**config.mk**
```make
export PLATFORM = sky130hd
export DESIGN_NAME = mult_shift_add_core
export DESIGN_NICKNAME = d
export VERILOG_FILES = /design/src/rtl/mult_shift_add_core.sv
export SDC_FILE = /design/constraint.sdc
export NUM_CORES = 1
export LEC_CHECK = 0
export CORE_AREA = 5 5 111 113
export DETAILED_ROUTE_END_ITERATION = 8
export DIE_AREA = 0 0 116 118
export PLACE_DENSITY = 0.75
export SYNTH_ARGS = -nofsm -noshare
export SYNTH_HDL_FRONTEND = slang
export SYNTH_SLANG_ARGS = --single-unit
```
**constraint.sdc**
```tcl
create_clock -name clk -period 2.5 [get_ports clk]
set_clock_uncertainty 0.15 [all_clocks]
set_input_delay 0.5 -clock clk [delete_from_list [all_inputs] [get_ports clk]]
set_output_delay 0.5 -clock clk [all_outputs]
set_load 0.02 [all_outputs]
```
**src/rtl/mult_shift_add_core.sv**
```systemverilog
// Sequential shift-and-add unsigned multiplier: one multiplier bit per clock, product held with done.
// Optional macro MULT_EARLY_DONE_EN ends the run as soon as the remaining multiplier bits are zero.
module mult_shift_add_core #(
    parameter int WIDTH = 16
) (
    input  logic                 clk,
    input  logic                 rst,
    input  logic                 init,
    input  logic [WIDTH-1:0]     A,
    input  logic [WIDTH-1:0]     B,
    output logic [2*WIDTH-1:0]   pp,
    output logic                 done,
    output logic                 busy
);

    localparam int CW = $clog2(WIDTH + 1);

    typedef enum logic [1:0] {
        ST_IDLE = 2'd0,
        ST_RUN  = 2'd1,
        ST_DONE = 2'd2
    } state_t;

    state_t               state_r, state_s;
    logic [2*WIDTH-1:0]   mcand_r, mcand_s;
    logic [2*WIDTH-1:0]   pp_r, pp_s;
    logic [WIDTH-1:0]     mpr_r, mpr_s;
    logic [CW-1:0]        count_r, count_s;
    logic                 done_r, done_s;
    logic                 busy_r, busy_s;
    logic                 last_step_s;

    // Exit test uses pre-shift values so the final addition lands on the exit edge
    always_comb begin
`ifdef MULT_EARLY_DONE_EN
        last_step_s = (count_r == CW'(WIDTH - 1)) || (mpr_r[WIDTH-1:1] == '0);
`else
        last_step_s = (count_r == CW'(WIDTH - 1));
`endif
    end

    // Next-state and datapath update
    always_comb begin
        state_s = state_r;
        mcand_s = mcand_r;
        pp_s    = pp_r;
        mpr_s   = mpr_r;
        count_s = count_r;
        done_s  = done_r;
        busy_s  = busy_r;
        case (state_r)
            ST_IDLE, ST_DONE: begin
                if (init) begin
                    state_s = ST_RUN;
                    mcand_s = {{WIDTH{1'b0}}, A};
                    mpr_s   = B;
                    pp_s    = '0;
                    count_s = '0;
                    done_s  = 1'b0;
                    busy_s  = 1'b1;
                end else begin
                    state_s = state_r;
                end
            end
            ST_RUN: begin
                if (mpr_r[0]) begin
                    pp_s = pp_r + mcand_r;
                end else begin
                    pp_s = pp_r;
                end
                mcand_s = mcand_r << 1;
                mpr_s   = mpr_r >> 1;
                count_s = count_r + CW'(1);
                if (last_step_s) begin
                    state_s = ST_DONE;
                    done_s  = 1'b1;
                    busy_s  = 1'b0;
                end else begin
                    state_s = ST_RUN;
                end
            end
            default: begin
                state_s = ST_IDLE;
                mcand_s = '0;
                pp_s    = '0;
                mpr_s   = '0;
                count_s = '0;
                done_s  = 1'b0;
                busy_s  = 1'b0;
            end
        endcase
    end

    // State and datapath registers with synchronous active-low reset
    always_ff @(posedge clk) begin
        if (!rst) begin
            state_r <= ST_IDLE;
            mcand_r <= '0;
            pp_r    <= '0;
            mpr_r   <= '0;
            count_r <= '0;
            done_r  <= 1'b0;
            busy_r  <= 1'b0;
        end else begin
            state_r <= state_s;
            mcand_r <= mcand_s;
            pp_r    <= pp_s;
            mpr_r   <= mpr_s;
            count_r <= count_s;
            done_r  <= done_s;
            busy_r  <= busy_s;
        end
    end

    assign pp   = pp_r;
    assign done = done_r;
    assign busy = busy_r;

endmodule
```
======== Word level (Yosys, flattened, before mapping) ========
Cells that the tools add are included.
storage, ports and cells
  register bits after elaboration ......... 89
  input port bits ......................... 35
  output and inout bits ................... 34
  logic and storage cells ................. 37
operators by class
  add/subtract/negate cells ............... 2
  eq/ne operators ......................... 6
  muxes and demuxes ....................... 18
  reductions and logical operators ........ 4
operators with widths
  cell                                                              number
  32-bit case mux with 2 select lines                               2
  32-bit two-way mux                                                3
  32-bit adder                                                      1
  16-bit case mux with 2 select lines                               1
  16-bit two-way mux                                                1
  5-bit case mux with 2 select lines                                1
  2-bit inequality test (second input constant)                     3
  5-bit by 1-bit adder with 5-bit output (second input constant)    1
  5-bit by 4-bit == test with 1-bit output (second input constant)  1
  5-bit two-way mux                                                 1
  1-bit two-way mux                                                 4
  2-bit two-way mux                                                 2
  1-bit case mux with 2 select lines                                2
  2-bit case mux with 2 select lines                                1
  2-bit AND reduction                                               2
  2-bit by 1-bit == test with 1-bit output (second input constant)  1
  2-bit == test (second input constant)                             1
  2-bit logical NOT                                                 1
  2-bit OR reduction                                                1

======== Longest topological paths before layout ========
Gate-level depths: netlist of the first run.
  word-level depth ........................ 4
  depth in mapped cells ................... 11
  gate-level depth less buffers ........... 11

======== Worst setup path before layout of the first run ========
Ideal clock, no wire load.
  path kind ............................... flip-flop to flip-flop
  start ................................... register pp_r[0], in the netlist pp[0]
  end ..................................... register pp_r[30], in the netlist pp[30]
  setup time .............................. 120 ps
  data arrival time ....................... 2,384 ps
  data required time ...................... 2,230 ps
  slack ................................... -153 ps
  cell stages (with the launch flop) ...... 12
  buffers on the path ..................... 0
  period minus slack after synthesis ...... 2,653 ps
  cells stage by stage .................... dfxtp_1 ha_1 inv_1 fa_1 nor2b_1 o211ai_1 a21oi_1 o211ai_2 a31oi_2 o211ai_1 and3_1 a211o_1
between the ends
  longest elaborated chain between the ends .. 3
ends and longest elaborated chain
  item                                 RTL line  source
  start, declared                      26        logic [2*WIDTH-1:0] pp_r, pp_s;
  start signal, assigned               107       pp_r <= pp_s;
  32-bit adder                         67        pp_s = pp_r + mcand_r;
  32-bit two-way mux                   66        if (mpr_r[0]) begin
  32-bit case mux with 2 select lines  51        case (state_r)
Every way passes these cells. The select of a mux whose other input is x is not followed.
A chain may end at the register's enable or synchronous reset.

======== Final worst setup path of the first run ========
  start ................................... register mcand_r[0]
  end ..................................... register pp_r[10], in the netlist pp[10]
between the ends
  longest elaborated chain between the ends .. 3
ends and longest elaborated chain
  item                                 RTL line  source
  start, declared                      25        logic [2*WIDTH-1:0] mcand_r, mcand_s;
  start signal, assigned               106       mcand_r <= mcand_s;
  32-bit adder                         67
  32-bit two-way mux                   66
  32-bit case mux with 2 select lines  51
Every way passes these cells. The select of a mux whose other input is x is not followed.

==> results_dict.tcl, run 1 <==
set metrics [dict create \
    status "finished, violations left" \
    violations "negative setup slack" \
    synth_common_cells "dfxtp_1, o21ai_0, nor2b_1" \
    fmax_mhz 381 \
    grt_pass1_wl_mm 24.9 \
    critPathKind "reg -> reg" \
    h-tree-depth 3 \
    worst_slack_ps -124 \
    overflow 0 \
    p_leak_nw 2.96 \
    dr.pass1.iters 6 \
    synth_area_leaders "dfxtp_1, ha_1, mux2i_1" \
    slew_headroom_pct 66.8 \
    period_share_pct 105 \
    netlist_area_sq_um 5450 \
    synth_top_cell_by_area "dfxtp_1" \
    die_w_microns 116 \
    hpwl_mm 10.4 \
    area_delta_synth_final_pct 35.2 \
    routed_wl_mm 15.1 \
    ys_warn_count 0 \
    finalHoldViolations 0 \
    timing.max_cap.violations 0 \
    root_buffer "clkbuf_16" \
    rr_worst_depth 12 \
    grtUsageTotal_pct 22.2 \
    synth_top_area_share_pct 32.7 \
    start_util_pct 48.6 \
    reg2reg_from "mcand_r[0]" \
    grt_pass1_vias 5165 \
    clock_sinks 89 \
    setup-tns-final_ps -555 \
    grt_max_degree 55 \
    routedWlPerCell_microns 16.9 \
    synth.distinct_cells 68 \
    num_antenna_cells 0 \
    fin_cells 895 \
    clk_pin_slew_ps 70 \
    cts_made_buffers 9 \
    design.core.area_sq_um 11200 \
    post-synth-top-count-cell "dfxtp_1" \
    drc_errors 0 \
    drtAntennaViolNets 0 \
    insertion_delay_ps 350 \
    yosysSeqAreaShare_pct 32.7 \
    min_to "pp[25]" \
    cts_tree "done" \
    die_y_microns 118 \
    row_count 39 \
    synth_nets 700 \
    min_from "pp[25]" \
    required_ps 2580 \
    ios 69 \
    synth-main-ff-cell "dfxtp_1" \
    drive_gt1_share_pct 22.2 \
    reg2reg_slack_ps -120 \
    worstMarginPinSlew_ps 492 \
    final_util_pct 65.7 \
    synth_edf_count 0 \
    avgSynthCellArea_sq_um 8.64 \
    whs_path_depth 2 \
    min_period_ps 2620 \
    power_mw 3.24 \
    num-fill-cells 907 \
    p_per_area_nw_per_um2 440 \
    r2r_end "pp[10]" \
    clockBufferDepth 2 \
    ir_worst_vdd_mv 0.353 \
    startpoint_type "flip-flop" \
    place_congestion 0.954 \
    fin_nets 816 \
    path_max_fanout 3 \
    synth_cells 631 \
    vias_per_cell 5.75 \
    final-setup-viol-count 7 \
    synth-seq-cells 89 \
    dp_cells 865 \
    via_count 5145 \
    cts-hold-fix-buffers 0 \
    io_buffers 68 \
    dieArea_sq_um 13700 \
    async_flop_share_pct 0 \
    endpoint_kind "flip-flop" \
    rsz0062_at_grt "yes" \
    arrival_ps 2710 \
    hold_class "reg -> reg" \
    drtIter0Drc 377 \
    antenna_found_initial 0 \
    slew_violations 0 \
]
## per-stage QoR
| stage | setup slack, ps | instance area (sq um) | hold slack (ps) |
|---|---|---|---|
| after floorplan | -13.7 | 5460 | 311 |
| after global placement | -102 | 6610 | 305 |
| after detailed placement | -175 | 6610 | 316 |
| after CTS | -115 | 7140 | 325 |
| after global routing | -257 | 7370 | 349 |
| final | -124 | 7370 | 318 |
## worst max path at each step
stage          startpoint  slack, ps  cells after the start  endpoint
3_3_place_gp   mcand_r[0]       -100                     11    pp[30]
2_1_floorplan       pp[0]        -10                     11    pp[30]
5_1_grt        mcand_r[0]       -260                     11    pp[14]
3_5_place_dp   mcand_r[0]       -180                     11    pp[30]
6_report       mcand_r[0]       -120                     12    pp[10]
4_1_cts        mcand_r[0]       -120                     11    pp[30]
## cells in the final DEF, fill, tap and decap left out, types with 4 or more instances in the layout
cell type        count
a22oi_1             26
or3_1                8
o211ai_1             4
a21oi_2              9
nand2_1             37
mux2i_1             32
buf_4               72
o21ai_1             13
clkdlybuf4s50_1     66
a21oi_1             21
nand3_1              6
nand3b_1            31
ha_1                20
nor2b_1             38
o21ai_0             56
inv_1               11
xor2_1               9
and3_1               7
nor2_1              22
xnor2_1              8
o21a_1               4
nor3_1               4
clkbuf_16            9
ha_4                12
and2_1              37
dfxtp_2             13
dfxtp_1             75
a21o_1              11
## layout make-up
type                       instances  area (sq um)  share of cell area (%)
clock inverter                     5          37.5                   0.509
inverter                          13          48.8                   0.662
timing repair buffer             140          1210                    16.4
tap                              143           179                    2.43
multi-input combinational        494          3840                    52.1
clock buffer                      11           253                    3.43
sequential                        89          1800                    24.4
## sequential cells by signal (all words and copies together) (netlist names)
name	cells
pp	32
done	1
busy	1
state_r	2
mcand_r	32
mpr_r	16
count_r	5
## layer usage
layer	GRT usage, %	part of all wire, %	vias up
met3	4.63	3.9	38
met1	29.0	46	2443
met5	0	0	-
met2	36.3	48	136
met4	6.82	2.1	0
li1	-	-	2528
## kinds of logic (layout without fill, tap and decap cells)
kind of cell             after synthesis  after routing  share of synthesized area, %
flip-flops                            89             89                          32.7
adder cells (fa/ha/maj)               34             34                          7.94
multiplexers                          34             34                          6.26
AND/OR/NAND/NOR                      217            217                          23.7
AO/OA/AOI/OAI                        192            192                          23.3
XOR/XNOR                              17             17                          2.73
buffers and inverters                 48            169                          3.40
## worst max-delay path, cell delays in order, from the launching register on
cell	delay, ps
dfxtp_2	340
ha_4	160
inv_2	60
fa_2	210
nor2b_2	50
o211ai_1	320
a21oi_2	120
o21ai_2	240
a21boi_2	100
buf_4	150
or3_4	330
a32oi_2	220
nor2b_1	70
## where the power goes
group / switching [mW] / internal (mW) / leakage (nW)
Sequential: 0.0423 / 1.46 / 0.729
Clock: 0.598 / 0.732 / 0.138
Combinational: 0.205 / 0.202 / 2.10
Total: 0.845 / 2.40 / 2.96
## timing repair
| action | in CTS | in global routing |
|---|---|---|
| resized for setup | 38 | 34 |
| endpoints found under the hold margin | 0 | 0 |
| gates cloned | 0 | 0 |
| setup endpoints to repair | 19 | 21 |
| setup buffers | 6 | 8 |
| pin swaps | 18 | 27 |
No activity file was read; power rests on OpenSTA's default activity.
==> run 2, diff against run 1 <==
CTS_CLUSTER_DIAMETER = 60   (was unset)
MAX_ROUTING_LAYER = met4   (was unset)
==> results_dict.tcl, run 2 (synthesis results as in run 1) <==
set metrics [dict create \
    num_antenna_cells 0 \
    layout_common_cells "dfxtp_1, buf_4, clkdlybuf4s50_1" \
    fmax_mhz 389 \
    worstMarginPinSlew_ps 479 \
    period_share_pct 103 \
    dr.pass1.iters 5 \
    crit_buf_inv 2 \
    final-setup-viol-count 4 \
    critPathKind "reg -> reg" \
    p_per_area_nw_per_um2 439 \
    start_util_pct 48.6 \
    num-fill-cells 917 \
    io_buffers 68 \
    overflow 0 \
    slew_headroom_pct 67.7 \
    path_max_fanout 4 \
    drive_gt1_share_pct 21.3 \
    hpwl_mm 10.5 \
    p_clk_share_pct 40.5 \
    insertion_delay_ps 350 \
    p_switching_mw 0.853 \
    timing.max_cap.violations 0 \
    finalHoldViolations 0 \
    final_common_cell "dfxtp_1" \
    finalInstanceArea_sq_um 7280 \
    drtIter0Drc 325 \
    power_mw 3.20 \
    clockBufferDepth 2 \
    crit_slowest_cell "dfxtp_2" \
    endpoint_kind "flip-flop" \
    cp_num_cells 12 \
    routed_wl_mm 14.6 \
    post_dp_cell_area_sq_um 6620 \
    h-tree-depth 3 \
    routedWlPerCell_microns 16.4 \
    clock_sinks 89 \
    vias_per_cell 5.72 \
    fin_nets 815 \
    holdWs_ps 329 \
    dieArea_sq_um 13700 \
    crit_chain "ha_4 > inv_2 > fa_2 > nor2b_2 > o211ai_1 > a21oi_2 > o211ai_2 > a31oi_2 > o211ai_1 > buf_4 > a31oi_2 > a211o_1" \
    ir_worst_vdd_mv 0.428 \
    row_count 39 \
    die_y_microns 118 \
    cts_tree "done" \
    rsz0062_at_grt "yes" \
    grt_pass1_wl_mm 24.5 \
    clk_pin_slew_ps 70 \
    hold_class "reg -> reg" \
    place_congestion 0.963 \
    die_w_microns 116 \
    design.core.area_sq_um 11200 \
    status "finished, violations left" \
    swShare_pct 26.7 \
    min_period_ps 2570 \
    drtAntennaViolNets 0 \
    slew_violations 0 \
    rr_worst_depth 12 \
    area_delta_synth_final_pct 33.5 \
    required_ps 2590 \
    max_stage_delay_ps 340 \
    p_leak_nw 2.97 \
    seqPwrFrac_pct 47.0 \
    grt_max_degree 55 \
    cts_made_buffers 9 \
    whs_path_depth 2 \
    grtUsageTotal_pct 22.4 \
    root_buffer "clkbuf_16" \
    arrival_ps 2660 \
    combPwrFrac_pct 12.5 \
    grt_pass1_vias 5128 \
    antenna_found_initial 0 \
    drc_errors 0 \
    cpLargestDelayFamily "compound AO/OA/AOI/OAI gates" \
    startpoint_type "flip-flop" \
    p_int_mw 2.34 \
    worst_slack_ps -69.5 \
    violations "negative setup slack" \
    via_count 5118 \
    ios 69 \
]
## run 2: routing by layer
layer,track usage (%),part of all wire [%],vias to the layer above
met1,28.3,45,2432
met2,35.6,48,127
li1,-,-,2528
met5,-,0,-
met3,3.44,3.8,31
met4,8.63,2.6,0
## run 2: final cells by class
type / instances / area [sq um] / area share, %
Tap cell: 143 / 179 / 2.46
Clock buffer: 9 / 225 / 3.09
Multi-Input combinational cell: 494 / 3770 / 51.8
Inverter: 13 / 48.8 / 0.670
Sequential cell: 89 / 1800 / 24.7
Timing Repair Buffer: 139 / 1200 / 16.5
Clock inverter: 7 / 55.1 / 0.756
## run 2: stage by stage
stage / std cells / setup WS (ps) / setup TNS, ps / utilization (%)
3_5_place_dp: 866 / -114 / -485 / 58.9
4_1_cts: 888 / -48.1 / -123 / 62.9
3_3_place_gp: 866 / -85.5 / -212 / 58.9
5_1_grt: 894 / -192 / -1300 / 64.8
2_1_floorplan: 631 / -13.7 / -13.7 / -
6_report: 894 / -69.5 / -191 / 64.8
## run 2: worst paths after layout
check | slack [ps] | startpoint | to
max | -70 | pp[0] | pp[30]
min | 330 | pp[24] | pp[24]
max reg2reg | -70 | pp[0] | pp[30]
min reg2reg | 330 | pp[24] | pp[24]
## run 2: power by group through the flow
stage	combinational, mW	sequential, mW	clock, mW
2_1_floorplan	0.229	1.52	0
3_3_place_gp	0.369	1.52	0
3_5_place_dp	0.378	1.53	0
4_1_cts	0.387	1.50	1.33
5_1_grt	0.441	1.51	1.40
6_report	0.400	1.50	1.29
## run 2: tightest hold or removal path: stages, from the launching register on
cell and delay, ps:
dfxtp_1 330, nand2_1 60, o21ai_1 50
## run 2: what timing repair did
| item | in CTS | in global routing |
|---|---|---|
| resized for setup | 24 | 35 |
| setup endpoints to repair | 13 | 19 |
| hold buffers | 0 | 0 |
| pin swaps | 12 | 34 |
| buffers inserted | 6 | 6 |
==> run 3, diff against run 2 <==
CAP_MARGIN = 20   (was unset)
==> results of run 3 <==
Same layout as run 2: the final DEF is identical, and so are final timing and power.
